`src/rtl/nvdla_cmac_core_wt_bank_ctrl.sv`:
```
// nvdla_cmac_core_wt_bank_ctrl: sequences CMAC weight shadow/active banks, qualifies data beats, flags protocol errors.
// Ports: nvdla_core_clk/nvdla_core_rstn (async active-low); in_dat_* retimed data beat; in_wt_pvld/in_wt_sel weight beat;
// cfg_cell_mask required cells; err_clr clears sticky errors; wt_wr_en/wt_wr_bank shadow write steering (comb);
// mac_dat_vld/mac_dat_bank/mac_stripe_end delayed accepted beat; err_protocol/err_wt_underrun sticky status;
// stripe_cnt/last_stripe_len statistics, built only when NVDLA_CMAC_WT_BANK_STAT_EN is defined (else tied 0).
module nvdla_cmac_core_wt_bank_ctrl #(
  parameter int ATOMK_HALF = 8,
  parameter int CNT_W      = 16
) (
  input  logic                  nvdla_core_clk,
  input  logic                  nvdla_core_rstn,
  input  logic                  in_dat_pvld,
  input  logic                  in_dat_stripe_st,
  input  logic                  in_dat_stripe_end,
  input  logic                  in_wt_pvld,
  input  logic [ATOMK_HALF-1:0] in_wt_sel,
  input  logic [ATOMK_HALF-1:0] cfg_cell_mask,
  input  logic                  err_clr,
  output logic [ATOMK_HALF-1:0] wt_wr_en,
  output logic                  wt_wr_bank,
  output logic                  mac_dat_vld,
  output logic                  mac_dat_bank,
  output logic                  mac_stripe_end,
  output logic                  err_protocol,
  output logic                  err_wt_underrun,
  output logic [CNT_W-1:0]      stripe_cnt,
  output logic [CNT_W-1:0]      last_stripe_len
);
  typedef enum logic [1:0] {IDLE, RUN, GAP} state_t;
  state_t state_q, state_d;
  logic active_bank_q, active_bank_d;
  logic [ATOMK_HALF-1:0] shadow_vld_q, shadow_vld_d;
  logic mac_dat_vld_q, mac_dat_bank_q, mac_stripe_end_q;
  logic err_protocol_q, err_protocol_d, err_wt_underrun_q, err_wt_underrun_d;
  logic swap, drop, accept, proto_set, underrun;
  assign swap       = in_dat_pvld & in_dat_stripe_st;
  assign wt_wr_en   = in_wt_pvld ? in_wt_sel : '0;
  assign wt_wr_bank = ~active_bank_q;
  // a write in the swap cycle lands in the bank being activated, so it counts toward completeness
  assign underrun   = swap & (((shadow_vld_q | wt_wr_en) & cfg_cell_mask) != cfg_cell_mask);
  always_ff @(posedge nvdla_core_clk or negedge nvdla_core_rstn)
    if (!nvdla_core_rstn) state_q <= IDLE;
    else state_q <= state_d;
  always_comb
    state_d = swap ? (in_dat_stripe_end ? GAP : RUN) :
              (state_q == RUN && in_dat_pvld && in_dat_stripe_end) ? GAP : state_q;
  always_comb begin
    drop      = in_dat_pvld & ~in_dat_stripe_st & (state_q != RUN);
    accept    = in_dat_pvld & ~drop;
    proto_set = drop | (swap & (state_q == RUN));
  end
  always_comb begin
    active_bank_d     = active_bank_q ^ swap;
    shadow_vld_d      = swap ? '0 : (shadow_vld_q | wt_wr_en);
    err_protocol_d    = proto_set | (err_protocol_q & ~err_clr);
    err_wt_underrun_d = underrun | (err_wt_underrun_q & ~err_clr);
  end
  always_ff @(posedge nvdla_core_clk or negedge nvdla_core_rstn)
    if (!nvdla_core_rstn) begin
      active_bank_q     <= 1'b0;
      shadow_vld_q      <= '0;
      mac_dat_vld_q     <= 1'b0;
      mac_dat_bank_q    <= 1'b0;
      mac_stripe_end_q  <= 1'b0;
      err_protocol_q    <= 1'b0;
      err_wt_underrun_q <= 1'b0;
    end else begin
      active_bank_q     <= active_bank_d;
      shadow_vld_q      <= shadow_vld_d;
      mac_dat_vld_q     <= accept;
      mac_dat_bank_q    <= accept ? active_bank_d : mac_dat_bank_q;
      mac_stripe_end_q  <= accept & in_dat_stripe_end;
      err_protocol_q    <= err_protocol_d;
      err_wt_underrun_q <= err_wt_underrun_d;
    end
  assign mac_dat_vld     = mac_dat_vld_q;
  assign mac_dat_bank    = mac_dat_bank_q;
  assign mac_stripe_end  = mac_stripe_end_q;
  assign err_protocol    = err_protocol_q;
  assign err_wt_underrun = err_wt_underrun_q;
`ifdef NVDLA_CMAC_WT_BANK_STAT_EN
  logic [CNT_W-1:0] atom_cnt_q, atom_cnt_d, stripe_cnt_q, last_stripe_len_q;
  always_comb
    atom_cnt_d = !accept ? atom_cnt_q :
                 in_dat_stripe_st ? CNT_W'(1) :
                 (&atom_cnt_q) ? atom_cnt_q : atom_cnt_q + 1'b1;
  always_ff @(posedge nvdla_core_clk or negedge nvdla_core_rstn)
    if (!nvdla_core_rstn) begin
      atom_cnt_q        <= '0;
      stripe_cnt_q      <= '0;
      last_stripe_len_q <= '0;
    end else begin
      atom_cnt_q        <= atom_cnt_d;
      stripe_cnt_q      <= (accept & in_dat_stripe_end) ? stripe_cnt_q + 1'b1 : stripe_cnt_q;
      last_stripe_len_q <= (accept & in_dat_stripe_end) ? atom_cnt_d : last_stripe_len_q;
    end
  assign stripe_cnt      = stripe_cnt_q;
  assign last_stripe_len = last_stripe_len_q;
`else
  assign stripe_cnt      = '0;
  assign last_stripe_len = '0;
`endif
endmodule

```
`config.mk`:
```
export PLATFORM = sky130hd
export DESIGN_NAME = nvdla_cmac_core_wt_bank_ctrl
export DESIGN_NICKNAME = d
export VERILOG_FILES = /design/src/rtl/nvdla_cmac_core_wt_bank_ctrl.sv
export SDC_FILE = /design/constraint.sdc
export NUM_CORES = 1
export LEC_CHECK = 0
export ABC_AREA = 0
export CORE_ASPECT_RATIO = 0.8
export CORE_UTILIZATION = 34
export DETAILED_ROUTE_END_ITERATION = 16
export PLACE_DENSITY = 0.76
export SETUP_SLACK_MARGIN = 0.2
export SKIP_CTS_REPAIR_TIMING = 1
export SYNTH_ARGS = -nofsm -noshare
export SYNTH_HDL_FRONTEND = slang
export SYNTH_SLANG_ARGS = --single-unit
```
`constraint.sdc`:
```
create_clock -name nvdla_core_clk -period 1.8 [get_ports nvdla_core_clk]
set_clock_uncertainty 0.15 [all_clocks]
set_input_delay 0.27 -clock nvdla_core_clk [delete_from_list [all_inputs] [get_ports nvdla_core_clk]]
set_output_delay 0.27 -clock nvdla_core_clk [all_outputs]
set_load 0.1 [all_outputs]
```
==> key figures, run 1 <==
Global route
  – Overflow after GRT: 0
  – Pin count of the biggest net entering global routing: 17
  – Total GRT Usage: 0.133
  – Initial antenna violation count: 0
  – First-pass GRT wire length: 2960 um
  – Vias in the first global route: 690

STA
  – Max Fclk: 647 MHz
  – Setup violations, final: 0
  – Final period utilization: 0.859
  – Final hold viol count: 0
  – Minimum clock period: 1.55 ns
  – Fin Hold WS: 0.148 ns
  – Unrepaired setup endpoints after global routing: false
  – Slew Viols, Final: 0

Power
  – Leak: 0.674 nW
  – Pwr Density: 1180 nW/um^2
  – Switch share: 0.518
  – Comb power frac: 0.591
  – Sw power: 0.000881 W
  – Worst VDD drop: 0.000627 V
  – Clk network pwr share: 0.137
  – Sequential Power Share: 0.272
  – Internal: 0.000820 W

Drt
  – Drt via density: 4.07
  – Antenna Nets Post-Route: 0
  – Number of remaining DRC errors: 0
  – 1st-iter DRT viols: 5
  – Wire per inst: 11.1 um
  – DRT Pass-1 Iters: 3
  – Final Routed Wirelength: 1930 um
  – Vias: 709

Worst setup path
  – Arr. time, crit path: 1.13 ns
  – Bufs and invs on worst path: 2
  – Launch point of the worst path: in_wt_sel[3]
  – CP Cell Sequence: clkdlybuf4s50_1 > and2_2 > buf_12
  – Kind of critical path: input pin to output port
  – RR Startpoint: state_q[0]$_DFFE_PN0P_
  – Crit-path max FO: 2
  – Max incr delay on CP: 0.50 ns
  – Crit path required time: 1.38 ns
  – Worst setup EP type: output port
  – Critical path's top delay family: buffers and inverters
  – Startpoint types: input pin
  – Critical-path top delay cell: clkdlybuf4s50_1

Job
  – Maxcap violations: 0

Synth
  – Most frequent cell after synthesis: buf_4
  – Top post-synthesis cells by area: dfrtp_1 42%, buf_4 25%, and2_2 6.3%
  – Cells after synthesis: 98
  – Post-synthesis sequential area ratio: 0.418
  – Synth warnings: 0
  – Post-Syn Area per Cell: 9.77 um^2
  – FF+latch count, synth: 16
  – Top cell type's share of synthesized area: 0.418
  – Synthesized cell area: 957 um^2
  – Commonest cells in the netlist: 32 x buf_4, 16 x dfrtp_1, 12 x nor2_1
  – Share of flip-flops with an asynchronous set or reset: 1.00
  – Number of library cell types mapped by synthesis: 22
  – Post-synth EDFFs: 0
  – Top FF cell, synth: dfrtp_1
  – Synth area leader: dfrtp_1

Final layout
  – Final #Nets: 162
  – Final non-filler cell area: 1440 um^2
  – Fin cells: 174
  – Fill count: 237
  – Fin util: 0.562
  – Ratio of cells with drive above 1 in the final layout: 0.261
  – Ant diodes: 0
  – Area grow syn2layout: 50.5%

CTS
  – H-tree Lvls: 1
  – CTS root buffer: clkbuf_4
  – Sink Count: 16
  – TritonCTS clock tree: done
  – Clock-pin slew on the worst setup and hold paths: 0.09 ns
  – Worst skew pair latency: 0.28 ns
  – Total CTS buffers: 3
  – CTS Buffer Depth: 2

Placed design
  – Post-DP HPWL: 1620 um
  – Post-DP Area: 1400 um^2
  – Placer Congestion: 0.654
  – Post-Place Cells: 170
  – I/O Buffers: 36

Floorplan
  – Die Width: 61.3 um
  – Core Area: 2560 um^2
  – Die Y: 49.5 um
  – Starting Density: 0.374
  – DIE AREA: 3030 um^2
  – IO Count: 69
  – Cell row count: 16

Outcome
  – Status: completed

Worst hold path
  – HP Class: input pin to async pin
[flip-flops by register name, indices dropped and copies added (netlist names)]
signal / cells
active_bank_q: 1
err_protocol: 1
err_wt_underrun: 1
mac_dat_bank: 1
mac_dat_vld: 1
mac_stripe_end: 1
shadow_vld_q: 8
state_q: 2
[per-layer routing]
metal  part of all wire  vias up  track usage  wire (um)
met5                  0        -            0          0
met4             0.0088        0       0.0606         17
met3              0.095        2       0.0551        183
met2               0.50       44        0.201        959
met1               0.40      329        0.163        770
li1                   -      334            -          -
[cells by family (layout without fill, tap and decap cells)]
group	after synthesis	after routing	share of synthesized area
and+or+nand+nor	25	25	0.142
other	1	32	0.00392
DFF	16	16	0.418
muxes	1	1	0.0118
xor gates and xnor gates	2	2	0.0183
buffers and inverters	37	46	0.280
AOI/OAI and AO/OA	16	16	0.125
[per-stage QoR]
| stage | TNS, ns | setup slack, ns | total power [W] |
|---|---|---|---|
| floorplan | 0 | 0.216 | 0.00123 |
| global placement | 0 | 0.0371 | 0.00146 |
| detailed placement | -0.00283 | -0.00283 | 0.00148 |
| CTS | 0 | 0.0943 | 0.00171 |
| global route | 0 | 0.213 | 0.00176 |
| finish | 0 | 0.254 | 0.00170 |
[power groups by stage]
| stage | Clock (W) | Sequential, W | Combinational (W) |
|---|---|---|---|
| 4_1_cts | 0.000234 | 0.000463 | 0.00101 |
| 5_1_grt | 0.000250 | 0.000468 | 0.00104 |
| 3_5_place_dp | 0 | 0.000471 | 0.00101 |
| 6_report | 0.000233 | 0.000463 | 0.00101 |
| 2_1_floorplan | 0 | 0.000614 | 0.000616 |
| 3_3_place_gp | 0 | 0.000469 | 0.000994 |
[layout by cell type, fill, tap and decap left out]
| cell type | Yosys | final |
|---|---|---|
| a21oi_1 | 6 | 6 |
| a21oi_2 | 2 | 2 |
| a22o_1 | 2 | 2 |
| a22oi_1 | 2 | 2 |
| a22oi_2 | 2 | 2 |
| and2_1 | 1 | 1 |
| and2_2 | 8 | 8 |
| buf_12 | 0 | 15 |
| buf_4 | 32 | 2 |
| clkbuf_4 | 0 | 3 |
| clkbuf_8 | 0 | 1 |
| clkdlybuf4s50_1 | 0 | 21 |
| clkinvlp_4 | 0 | 1 |
| conb_1 | 1 | 32 |
| dfrtp_1 | 16 | 16 |
| dlymetal6s2s_1 | 0 | 1 |
| inv_1 | 3 | 2 |
| mux2_2 | 1 | 1 |
| nand2_1 | 1 | 1 |
| nand4_1 | 1 | 1 |
| nor2_1 | 12 | 12 |
| nor2b_1 | 1 | 1 |
| nor2b_2 | 1 | 1 |
| o22a_1 | 1 | 1 |
| o22ai_1 | 1 | 1 |
| xnor2_1 | 2 | 2 |
[layout make-up]
class,count,area [um^2],area share
Timing Repair Buffer,39,538,0.374
Inverter,3,15.0,0.0104
Tap cell,36,45.0,0.0313
Clock buffer,4,36.3,0.0252
Multi-Input combinational cell,76,405,0.281
Sequential cell,16,400,0.278
[worst paths after layout]
path,to,cells after the start,slack (ns)
setup / recovery,wt_wr_en[3],3,0.25
hold / removal,mac_stripe_end$_DFF_PN0_,2,0.15
setup reg to reg,mac_dat_bank$_DFFE_PN0N_,4,0.36
hold reg to reg,shadow_vld_q[7]$_DFF_PN0_,2,0.35
max in group asynchronous,shadow_vld_q[6]$_DFF_PN0_,2,1.18
min in group nvdla_core_clk,shadow_vld_q[7]$_DFF_PN0_,4,0.30
No activity file was read; power rests on OpenSTA's default activity.
==> inputs of run 2 (changes only) <==
--- a/config.mk
+++ b/config.mk
@@ -7,7 +7,7 @@
 export LEC_CHECK = 0
-export ABC_AREA = 0
+export ABC_AREA = 1
 export CORE_ASPECT_RATIO = 0.8
-export CORE_UTILIZATION = 34
+export CORE_UTILIZATION = 35
 export DETAILED_ROUTE_END_ITERATION = 16
-export PLACE_DENSITY = 0.76
+export PLACE_DENSITY = 0.77
 export SETUP_SLACK_MARGIN = 0.2
==> constraint.sdc (replaced) <==
create_clock -name nvdla_core_clk -period 1.8 [get_ports nvdla_core_clk]
set_clock_uncertainty 0.15 [all_clocks]
set_input_delay 0.36 -clock nvdla_core_clk [delete_from_list [all_inputs] [get_ports nvdla_core_clk]]
set_output_delay 0.36 -clock nvdla_core_clk [all_outputs]
set_load 0.1 [all_outputs]
==> key figures, run 2 <==
Floorplan
  – Cell row count: 16 (unchanged)
  – Starting Density: 0.388 (+0.0141)
  – DIE AREA: 3080 um^2 (+1.5%)
  – Core Area: 2580 um^2 (+0.78%)
  – Die Y: 49.8 um (+0.76%)
  – Die Width: 61.8 um (+0.77%)
  – IO Count: 69 (unchanged)

Global route
  – Overflow after GRT: 0 (unchanged)
  – Vias in the first global route: 780 (+13%)
  – Pin count of the biggest net entering global routing: 17 (unchanged)
  – Total GRT Usage: 0.151 (+0.0176)
  – First-pass GRT wire length: 3350 um (+13%)
  – Initial antenna violation count: 0 (unchanged)

Worst setup path
  – Arr. time, crit path: 1.00 ns (-0.13 ns)
  – FF-to-FF path depth: 5 (+1)
  – Startpoint types: input pin
  – Crit-path max FO: 8 (+6)
  – RR Startpoint: state_q[0]$_DFFE_PN0P_
  – R2r endpoint: state_q[0]$_DFFE_PN0P_
  – Kind of critical path: input pin to output port
  – Worst setup EP type: output port
  – Crit path required time: 1.29 ns (-0.09 ns)
  – Worst R2R Setup Slack: 0.65 ns (+0.29 ns)

CTS
  – Worst skew pair latency: 0.28 ns (about the same)
  – CTS Buffer Depth: 2 (unchanged)
  – Clock-pin slew on the worst setup and hold paths: 0.08 ns (about the same)
  – TritonCTS clock tree: done
  – Sink Count: 16 (unchanged)
  – H-tree Lvls: 1 (unchanged)
  – CTS root buffer: clkbuf_4
  – Total CTS buffers: 3 (unchanged)

Final layout
  – Commonest cells after routing, fill and taps aside: 32 x conb_1, 19 x inv_1, 16 x dfrtp_1
  – Final #Nets: 195 (+20%)
  – Fill count: 229 (-3.4%)
  – Top flop regs: shadow_vld_q (8), state_q (2)
  – Area grow syn2layout: 52.6%
  – Area of the multi-input gates: 379 um^2 (-6.5%)
  – Flip-flop count of the largest register after layout: 8 (unchanged)
  – Sequential cell area: 400 um^2 (unchanged)
  – Ratio of cells with drive above 1 in the final layout: 0.235 (-0.0256)
  – Ant diodes: 0 (unchanged)
  – Most common cell after layout, fill and taps aside: conb_1
  – Top reg by flops: shadow_vld_q

Drt
  – Wire per inst: 10.0 um (-9.8%)
  – Vias: 808 (+14%)
  – Number of remaining DRC errors: 0 (unchanged)
  – DRT Pass-1 Iters: 4 (+1)
  – Antenna Nets Post-Route: 0 (unchanged)
  – Drt via density: 3.92 (-3.7%)
  – Final Routed Wirelength: 2060 um (+6.7%)
  – 1st-iter DRT viols: 10 (+5)

Synth
  – Most frequent cell after synthesis: buf_4
  – Number of library cell types mapped by synthesis: 15 (-32%)
  – Synthesized cell area: 1000 um^2 (+4.6%)
  – Synth area leader: dfrtp_1
  – Synth warnings: 0 (unchanged)
  – Post-synth EDFFs: 0 (unchanged)
  – Top post-synthesis cells by area: dfrtp_1 40%, buf_4 24%, inv_1 10%
  – Share of flip-flops with an asynchronous set or reset: 1.00 (unchanged)
  – Post-synthesis sequential area ratio: 0.400 (-0.0183)
  – FF+latch count, synth: 16 (unchanged)
  – Commonest cells in the netlist: 32 x buf_4, 27 x inv_1, 22 x nand2_1
  – Top cell type's share of synthesized area: 0.400 (-0.0183)
  – Post-Syn Area per Cell: 7.76 um^2 (-21%)
  – Top FF cell, synth: dfrtp_1
  – Cells after synthesis: 129 (+32%)

Placed design
  – I/O Buffers: 36 (unchanged)
  – Post-DP HPWL: 1740 um (+7.6%)
  – Placer Congestion: 0.752 (+15%)

STA
  – Slew Viols, Final: 0 (unchanged)
  – Max Fclk: 662 MHz (+2.3%)
  – Setup TNS Final: 0 ns (unchanged)
  – Setup violations, final: 0 (unchanged)
  – Unrepaired setup endpoints after global routing: false
  – Final hold viol count: 0 (unchanged)
  – Final period utilization: 0.840 (-0.0191)
  – Minimum clock period: 1.51 ns (-0.0343 ns)
  – Fin Hold WS: 0.245 ns (+0.0976 ns)

Power
  – Worst VDD drop: 0.000415 V (-34%)
  – Pwr Density: 1030 nW/um^2 (-13%)
  – Leak: 0.842 nW (+25%)

Job
  – Maxcap violations: 0 (unchanged)

Worst hold path
  – HP Class: input pin to async pin

Outcome
  – Status: completed
-- run 2: cell count changes after synthesis, sizes merged, moves of 4 or more --
cell | before | now
a22oi | 4 | 0
o21ai | 0 | 10
and2 | 9 | 0
nor2 | 12 | 6
a21oi | 8 | 3
inv | 3 | 27
nand3 | 0 | 5
nand2 | 1 | 22
-- run 2: final cells by class --
| cell class | instances | share of cell area |
|---|---|---|
| Multi-Input combinational cell | 83 | 0.248 |
| Sequential cell | 16 | 0.262 |
| Timing Repair Buffer | 41 | 0.362 |
| Clock buffer | 3 | 0.0147 |
| Inverter | 27 | 0.0835 |
| Tap cell | 36 | 0.0295 |
-- run 2: metrics by stage --
| step | util | cell area (um^2) | setup WS [ns] | cells | power (W) |
|---|---|---|---|---|---|
| floorplan | - | 1140 | 0.164 | 160 | 0.00118 |
| global placement | 0.563 | 1460 | -0.154 | 201 | 0.00139 |
| detailed placement | 0.563 | 1460 | -0.184 | 201 | 0.00140 |
| CTS | 0.572 | 1480 | -0.186 | 204 | 0.00159 |
| global route | 0.592 | 1530 | 0.245 | 206 | 0.00165 |
| finish | 0.592 | 1530 | 0.288 | 206 | 0.00158 |
-- run 2: critical path: stages --
cell and delay (ns):
clkbuf_2 0.23, nand2_2 0.12, clkinvlp_4 0.11, buf_12 0.17
-- run 2: how the worst max path moves through the flow --
stage	startpoint	end	slack (ns)
after floorplan	in_wt_pvld	wt_wr_en[1]	0.16
after global placement	in_wt_pvld	wt_wr_en[2]	-0.15
after detailed placement	in_wt_pvld	wt_wr_en[0]	-0.18
after CTS	in_wt_pvld	wt_wr_en[0]	-0.19
after global routing	in_dat_pvld	state_q[0]$_DFFE_PN0P_	0.24
final	in_wt_pvld	wt_wr_en[0]	0.29
-- run 2: cells by family (layout without fill, tap and decap cells) --
logic type | Yosys count | after routing | synth area share
AO/OA/AOI/OAI | 14 | 14 | 0.0725
buffers and inverters | 61 | 71 | 0.357
other | 1 | 32 | 0.00375
flip-flops | 16 | 16 | 0.400
AND/OR/NAND/NOR | 36 | 36 | 0.157
XOR/XNOR | 1 | 1 | 0.00875
-- run 2: routing by layer --
layer,wire [um],vias up,part of all wire,track usage
met2,1160,31,0.56,0.278
met1,798,372,0.39,0.163
met4,8,0,0.0039,0.0222
met3,96,2,0.047,0.0551
li1,-,403,-,-
met5,0,-,0,0
-- run 2: where the power goes --
part / switching (W) / internal [W]
Sequential: 0.0000356 / 0.000416
Combinational: 0.000707 / 0.000240
Clock: 0.000100 / 0.0000776
